===== config.mk =====
export PLATFORM = sky130hd
export DESIGN_NAME = faux_host_command_layer
export DESIGN_NICKNAME = d
export VERILOG_FILES = /design/src/rtl/faux_host_command_layer.sv
export SDC_FILE = /design/constraint.sdc
export NUM_CORES = 1
export LEC_CHECK = 0
export ABC_AREA = 1
export CORE_MARGIN = 3
export CORE_UTILIZATION = 30
export DETAILED_ROUTE_END_ITERATION = 16
export GPL_ROUTABILITY_DRIVEN = 0
export PLACE_DENSITY = 0.62
export SETUP_SLACK_MARGIN = 0.05
export SYNTH_ARGS = -nofsm -noshare
export SYNTH_HDL_FRONTEND = slang
export SYNTH_SLANG_ARGS = --single-unit

===== constraint.sdc =====
create_clock -name clk -period 4 [get_ports clk]
set_clock_uncertainty 0.15 [all_clocks]
set_input_delay 0.8 -clock clk [delete_from_list [all_inputs] [get_ports clk]]
set_output_delay 0.8 -clock clk [all_outputs]
set_load 0.1 [all_outputs]

===== src/rtl/faux_host_command_layer.sv =====
// faux_host_command_layer
//   Simulation-side SATA host command initiator. Accepts a DMA READ/WRITE EXT
//   request, sends the H2D register FIS, supplies pattern write data per DMA
//   Activate or checks incoming read data, then waits for the D2H status FIS
//   and reports done/error.
//
//   Optional build macro: FAUX_HOST_DATA_CHECK_EN
//     defined   : read dwords are compared against the pattern; mismatches are
//                 counted (saturating) and force cmd_error.
//     undefined : no data compare, mismatch_count stays 0.
//
// Ports
//   clk, rst                      clock, synchronous active-high reset
//   cmd_stb/cmd_write/cmd_lba/cmd_sector_count   command request (cmd_ready)
//   cmd_done/cmd_error/cmd_status completion report, mismatch_count
//   transport_layer_ready         transport idle
//   send_h2d_reg_stb/send_data_stb, h2d_*   requests to the transport
//   d2h_reg_stb/d2h_status        received D2H register FIS
//   dma_activate_stb              received DMA Activate
//   tl_of_strobe/tl_of_data/tl_of_size       write data pull interface
//   tl_if_strobe/tl_if_data       read data push interface
//   xmit_error, read_crc_fail     transport failures
module faux_host_command_layer #(
    parameter int SECTOR_DWORDS    = 128,
    parameter int DMA_CHUNK_DWORDS = 2048,
    parameter int TIMEOUT_CYCLES   = 4096
) (
    input  logic        clk,
    input  logic        rst,
    input  logic        cmd_stb,
    input  logic        cmd_write,
    input  logic [47:0] cmd_lba,
    input  logic [15:0] cmd_sector_count,
    output logic        cmd_ready,
    output logic        cmd_done,
    output logic        cmd_error,
    output logic [7:0]  cmd_status,
    output logic [15:0] mismatch_count,
    input  logic        transport_layer_ready,
    output logic        send_h2d_reg_stb,
    output logic        send_data_stb,
    output logic [7:0]  h2d_command,
    output logic [47:0] h2d_lba,
    output logic [15:0] h2d_sector_count,
    output logic [7:0]  h2d_device,
    output logic        h2d_cmd_bit,
    input  logic        d2h_reg_stb,
    input  logic [7:0]  d2h_status,
    input  logic        dma_activate_stb,
    input  logic        tl_of_strobe,
    output logic [31:0] tl_of_data,
    output logic [23:0] tl_of_size,
    input  logic        tl_if_strobe,
    input  logic [31:0] tl_if_data,
    input  logic        xmit_error,
    input  logic        read_crc_fail
);

    localparam int TW = $clog2(TIMEOUT_CYCLES + 1);
    localparam logic [23:0]   CHUNK_MAX  = 24'(DMA_CHUNK_DWORDS);
    localparam logic [TW-1:0] TIMER_LAST = TW'(TIMEOUT_CYCLES - 1);

    typedef enum logic [2:0] {
        S_IDLE, S_SEND_CMD, S_WAIT_DMA_ACT, S_SEND_DATA,
        S_DATA_BUSY, S_READ_DATA, S_WAIT_STATUS, S_DONE
    } state_t;

    state_t state, state_next;

    logic [23:0]   total_dwords, remaining, index, chunk, pulled;
    logic [23:0]   cmd_total, next_chunk, of_index, read_count_next;
    logic [16:0]   sectors;
    logic [TW-1:0] timer;
    logic          is_write, sticky_err, any_strobe, waiting, timed_out;
    logic          chunk_full, finishing, finish_error, read_miss;

    assign h2d_device  = 8'h40;
    assign h2d_cmd_bit = 1'b1;

    // A sector count of 0 encodes 65536 sectors.
    assign sectors         = (cmd_sector_count == 16'd0) ? 17'h10000 : {1'b0, cmd_sector_count};
    assign cmd_total       = 24'(32'(sectors) * SECTOR_DWORDS);
    assign next_chunk      = (remaining < CHUNK_MAX) ? remaining : CHUNK_MAX;
    assign chunk_full      = (pulled == chunk);
    assign read_count_next = index + 24'(tl_if_strobe);

    // Once the chunk is fully pulled, surplus strobes see the last dword again.
    assign of_index   = (state == S_DATA_BUSY && chunk_full) ? index - 24'd1 : index;
    assign tl_of_data = h2d_lba[31:0] + 32'(of_index);

    assign any_strobe = dma_activate_stb | tl_of_strobe | tl_if_strobe | d2h_reg_stb;
    assign waiting    = (state != S_IDLE) && (state != S_DONE);
    assign timed_out  = waiting && !any_strobe && (timer == TIMER_LAST);
    assign finishing  = (state != S_DONE) && (state_next == S_DONE);

`ifdef FAUX_HOST_DATA_CHECK_EN
    logic [31:0] rd_pattern;
    assign rd_pattern = h2d_lba[31:0] + 32'(index);
    assign read_miss  = (state == S_READ_DATA) && tl_if_strobe && (tl_if_data != rd_pattern);

    always_ff @(posedge clk) begin
        if (rst) begin
            mismatch_count <= '0;
        end else if (state == S_IDLE && cmd_stb) begin
            mismatch_count <= '0;
        end else if (read_miss && mismatch_count != '1) begin
            mismatch_count <= mismatch_count + 16'd1;
        end
    end
`else
    logic unused_read_data;
    assign unused_read_data = ^tl_if_data;
    assign read_miss        = 1'b0;
    assign mismatch_count   = '0;
`endif

    always_comb begin
        finish_error = sticky_err | xmit_error | read_crc_fail | d2h_status[0] | d2h_status[5];
        if (state == S_WAIT_DMA_ACT) finish_error = 1'b1;
        if (state == S_READ_DATA && read_count_next != total_dwords) finish_error = 1'b1;
        if (mismatch_count != '0 || read_miss) finish_error = 1'b1;
        if (timed_out) finish_error = 1'b1;
    end

    // State register
    always_ff @(posedge clk) begin
        if (rst) state <= S_IDLE;
        else     state <= state_next;
    end

    // Next-state logic
    always_comb begin
        state_next = state;
        case (state)
            S_IDLE:         if (cmd_stb) state_next = S_SEND_CMD;
            S_SEND_CMD:     if (transport_layer_ready) state_next = is_write ? S_WAIT_DMA_ACT : S_READ_DATA;
            S_WAIT_DMA_ACT: if (d2h_reg_stb) state_next = S_DONE;
                            else if (dma_activate_stb) state_next = S_SEND_DATA;
            S_SEND_DATA:    if (transport_layer_ready) state_next = S_DATA_BUSY;
            S_DATA_BUSY:    if (chunk_full && transport_layer_ready)
                                state_next = (remaining == chunk) ? S_WAIT_STATUS : S_WAIT_DMA_ACT;
            S_READ_DATA:    if (d2h_reg_stb) state_next = S_DONE;
            S_WAIT_STATUS:  if (d2h_reg_stb) state_next = S_DONE;
            S_DONE:         state_next = S_IDLE;
            default:        state_next = S_IDLE;
        endcase
        // Timeout only fires while nothing else is moving the FSM.
        if (timed_out && state_next == state) state_next = S_DONE;
    end

    // Output logic
    always_comb begin
        cmd_ready        = (state == S_IDLE);
        cmd_done         = (state == S_DONE);
        send_h2d_reg_stb = (state == S_SEND_CMD) && transport_layer_ready;
        send_data_stb    = (state == S_SEND_DATA) && transport_layer_ready;
    end

    always_ff @(posedge clk) begin
        if (rst || state_next != state || any_strobe || !waiting) timer <= '0;
        else                                                       timer <= timer + 1'b1;
    end

    always_ff @(posedge clk) begin
        if (rst) begin
            is_write         <= 1'b0;
            h2d_command      <= '0;
            h2d_lba          <= '0;
            h2d_sector_count <= '0;
            total_dwords     <= '0;
            remaining        <= '0;
            index            <= '0;
            chunk            <= '0;
            pulled           <= '0;
            tl_of_size       <= '0;
            sticky_err       <= 1'b0;
            cmd_error        <= 1'b0;
            cmd_status       <= '0;
        end else begin
            case (state)
                S_IDLE: if (cmd_stb) begin
                    is_write         <= cmd_write;
                    h2d_command      <= cmd_write ? 8'h35 : 8'h25;
                    h2d_lba          <= cmd_lba;
                    h2d_sector_count <= cmd_sector_count;
                    total_dwords     <= cmd_total;
                    remaining        <= cmd_total;
                    index            <= '0;
                    chunk            <= '0;
                    pulled           <= '0;
                    sticky_err       <= 1'b0;
                end
                S_WAIT_DMA_ACT: begin
                    if (d2h_reg_stb) begin
                        sticky_err <= 1'b1;
                    end else if (dma_activate_stb) begin
                        chunk      <= next_chunk;
                        tl_of_size <= next_chunk;
                        pulled     <= '0;
                    end
                end
                S_DATA_BUSY: begin
                    if (tl_of_strobe) begin
                        if (chunk_full) begin
                            sticky_err <= 1'b1;
                        end else begin
                            index  <= index + 24'd1;
                            pulled <= pulled + 24'd1;
                        end
                    end
                    if (chunk_full && transport_layer_ready) remaining <= remaining - chunk;
                end
                S_READ_DATA: if (tl_if_strobe) index <= index + 24'd1;
                default: ;
            endcase
            if (waiting && (xmit_error || read_crc_fail)) sticky_err <= 1'b1;
            if (finishing) begin
                cmd_error  <= finish_error;
                cmd_status <= timed_out ? 8'h00 : d2h_status;
            end
        end
    end

endmodule


==> flow_summary_export.csv <==
group,metric,value,unit
status,outcome,"complete, but fails checks",
status,violations,"setup timing",
clock_network,hold_buffers,0,
cells_and_area,area_growth,51.8,%
detailed_routing,firstDrtPassIters,7,
power_and_ir_drop,ir_worst_vdd,0.427,mV
sta,rsz0062_at_grt,"yes",
sta,slew_violations,0,
synthesis,yosys.cell_types.count,60,
sta,relSlewSlack,31.1,%
critical_path,cp.buffers_inverters,7,
critical_path,cp.arrival,4.23,ns
clock_network,h-tree-depth,1,
synthesis,synthAdderAreaFrac,4.89,%
floorplanning,die_y,225,µm
critical_path,crit_family,"simple AND/OR/NAND/NOR gates",
floorplanning,io-pin-count,281,
critical_path,cp_slowest_stage_delay,0.34,ns
sta,fmax,193,MHz
synthesis,synth_edf_count,0,
power_and_ir_drop,powerDensity,722,mW/mm²
clock_network,cts-root-buf,"clkbuf_16",
flow_run,cap_violations,0,
critical_path,start_kind,"register",
synthesis,synth.top_cell.area_share,31.9,%
placed_design,dpl.hpwl,39000,µm
detailed_routing,drtIter0Drc,1060,
floorplanning,core_area,0.0470,mm²
synthesis,synth_seq_area_share,31.9,%
sta,finalSetupTns,-26.61,ns
clock_network,clockBufferDepth,3,
floorplanning,dieArea,0.0506,mm²
synthesis,syn-cell-area,0.0144,mm²
detailed_routing,viasPerCell,4.85,
synthesis,syn_inst,2159,
critical_path,crit_type,"reg2out",
placed_design,post-place-ws,-0.707,ns
critical_path,cp_max_fo,5,
synthesis,synth_seq_cells,229,
clock_network,cts_tree,"built",
grt,grt_max_degree,103,
synthesis,synth.mux.area_fraction,0.0696,%
floorplanning,row_count,79,
synthesis,synth-main-ff-cell,"dfxtp_1",
detailed_routing,detail-route-antenna-nets,0,
cells_and_area,nNetsFinal,2767,
critical_path,r2r-start,"chunk[5]",
critical_path,critPathLaunch,"pulled[16]",
detailed_routing,wirelength,51000,µm
synthesis,ys_warn_count,0,
detailed_routing,drc,0,
synthesis,yosys-top-cells-area,"dfxtp_1 (32%), nand2_1 (12%), nor2_1 (8.6%), o21ai_0 (6.1%), a21oi_1 (5.9%)",
sta,worst_slack,-1.18,ns
critical_path,crit_path_top_delay_cell,"dfxtp_2",
placed_design,io_buffers,219,
sta,setup_viol,30,
detailed_routing,vias,15700,
sta,min_period,5.18,ns
clock_network,path_clk_slew,0.06,ns
grt,first_global_vias,15000,
synthesis,yosys.area_share.simple,32.1,%
power_and_ir_drop,p_leak,9.37,nW
synthesis,synth_xor_area_share,6.09,%
grt,antenna_found_initial,1,
clock_network,cts_sinks,229,
sta,worstMarginPinSlew,1.03,ns
synthesis,ys_async_sr_fraction,0,%
grt,grt_pass1_wl,78900,µm
synthesis,yosysTopAreaCell,"dfxtp_1",
synthesis,syn_area_per_cell,6.66,µm²
synthesis,synth_common_cells,"nand2_1 (444), nor2_1 (331), dfxtp_1 (229)",
grt,grt_usage,19.1,%
synthesis,synth_compound_area_share,15.0,%
sta,hold_viol_final,0,
detailed_routing,wire_per_inst,15.8,µm
clock_network,numCtsBuffers,28,
clock_network,clk_latency,0.59,ns
sta,timing.hold.ws,0.293,ns
critical_path,worstPathRequired,3.05,ns
floorplanning,die_w,225,µm
grt,grt-ovfl-total,0,
synthesis,synth_top_family_by_area,"simple AND/OR/NAND/NOR gates",
critical_path,crit_top_cell,"nand2_1",
hold_path,hp-start,"tl_of_size[13]",
critical_path,critPathCaptureType,"output port",
cells_and_area,drive_gt1_share,23.8,%
sta,period_share,130,%
synthesis,yosysMostFrequentCell,"nand2_1",
hold_path,hp-class,"reg2reg",
floorplanning,start_util,30.6,%
-- flip-flops by register name (all words and copies together) (netlist names) --
register          count
h2d_sector_count     16
timer                13
total_dwords         17
h2d_lba              48
chunk                24
pulled               24
h2d_command           2
cmd_status            8
state                 3
remaining            24
tl_of_size           24
index                24
cmd_error             1
sticky_err            1
-- worst paths after layout --
path | end | slack [ns] | cells past startpoint
max | tl_of_data[30] | -1.18 | 26
min | tl_of_size[13] | 0.29 | 2
max reg2reg | cmd_status[4] | 0.82 | 16
min reg2reg | tl_of_size[13] | 0.29 | 2
-- per-stage QoR --
| step | util (%) | area (µm²) | instances | power, mW |
|---|---|---|---|---|
| after detailed placement | 42.2 | 19800 | 3150 | 12.6 |
| after global routing | 46.5 | 21800 | 3227 | 16.6 |
| after CTS | 45.6 | 21400 | 3215 | 15.6 |
| final | 46.5 | 21800 | 3227 | 15.8 |
| after floorplan | - | 15300 | 2186 | 9.68 |
| after global placement | 42.2 | 19800 | 3150 | 12.5 |
-- layout by cell type, fill, tap and decap left out, drive strengths merged, types with 7 or more instances in the layout --
| cell | n |
|---|---|
| buf | 307 |
| nor3 | 50 |
| nand3 | 88 |
| o21ai | 183 |
| nor4 | 23 |
| a21oi | 170 |
| xor2 | 73 |
| clkdlybuf4s50 | 182 |
| nand2 | 453 |
| clkinv | 7 |
| xnor2 | 27 |
| clkbuf | 38 |
| conb | 29 |
| dfxtp | 229 |
| nor2 | 364 |
| a211oi | 11 |
| ha | 53 |
| nand4 | 41 |
| inv | 224 |
-- worst register-to-register path, delay by kind of cell (launching register included) --
| family | cells | cell delay (ns) |
|---|---|---|
| AOI/OAI and AO/OA | 2 | 0.80 |
| adders and majority gates | 1 | 0.33 |
| buffers and inverters | 3 | 0.47 |
| DFF | 1 | 0.35 |
| and+or+nand+nor | 10 | 1.02 |
-- routing by layer --
| metal | GRT usage [%] | vias up | part of all wire [%] |
|---|---|---|---|
| met4 | 6.38 | 0 | 3.6 |
| li1 | - | 7874 | - |
| met2 | 34.4 | 439 | 49 |
| met5 | 0 | - | 0 |
| met3 | 2.51 | 119 | 5.1 |
| met1 | 23.6 | 7220 | 42 |
-- power by group --
group | switching, mW | internal [mW]
Sequential | 0.413 | 2.72
Clock | 1.09 | 1.67
Combinational | 6.69 | 3.18
Total | 8.19 | 7.57
-- cell type report --
cell class	count	area, µm²
well taps	607	759
multi-input cells	1624	9920
inverters	225	847
clock inverters	14	219
diodes	1	2.50
flip-flops and latches	229	4620
clock buffers	38	798
repair buffers	489	4660
fillers	4538	25100
-- logic make-up after synthesis --
family / Yosys count
compound gates: 401
xor+xnor: 100
fa+ha+maj: 55
buf+inv: 333
flops: 229
mux: 1
other cells: 2
simple gates: 1038
-- repair_timing --
item / CTS / global route
setup buffers: 14 / 17
gates resized for setup: 109 / 80
pin swaps: 41 / 67
setup endpoints to repair: 31 / 31
endpoints found under the hold margin: 0 / 0
Note: power is estimated with default switching activity, not from simulation.
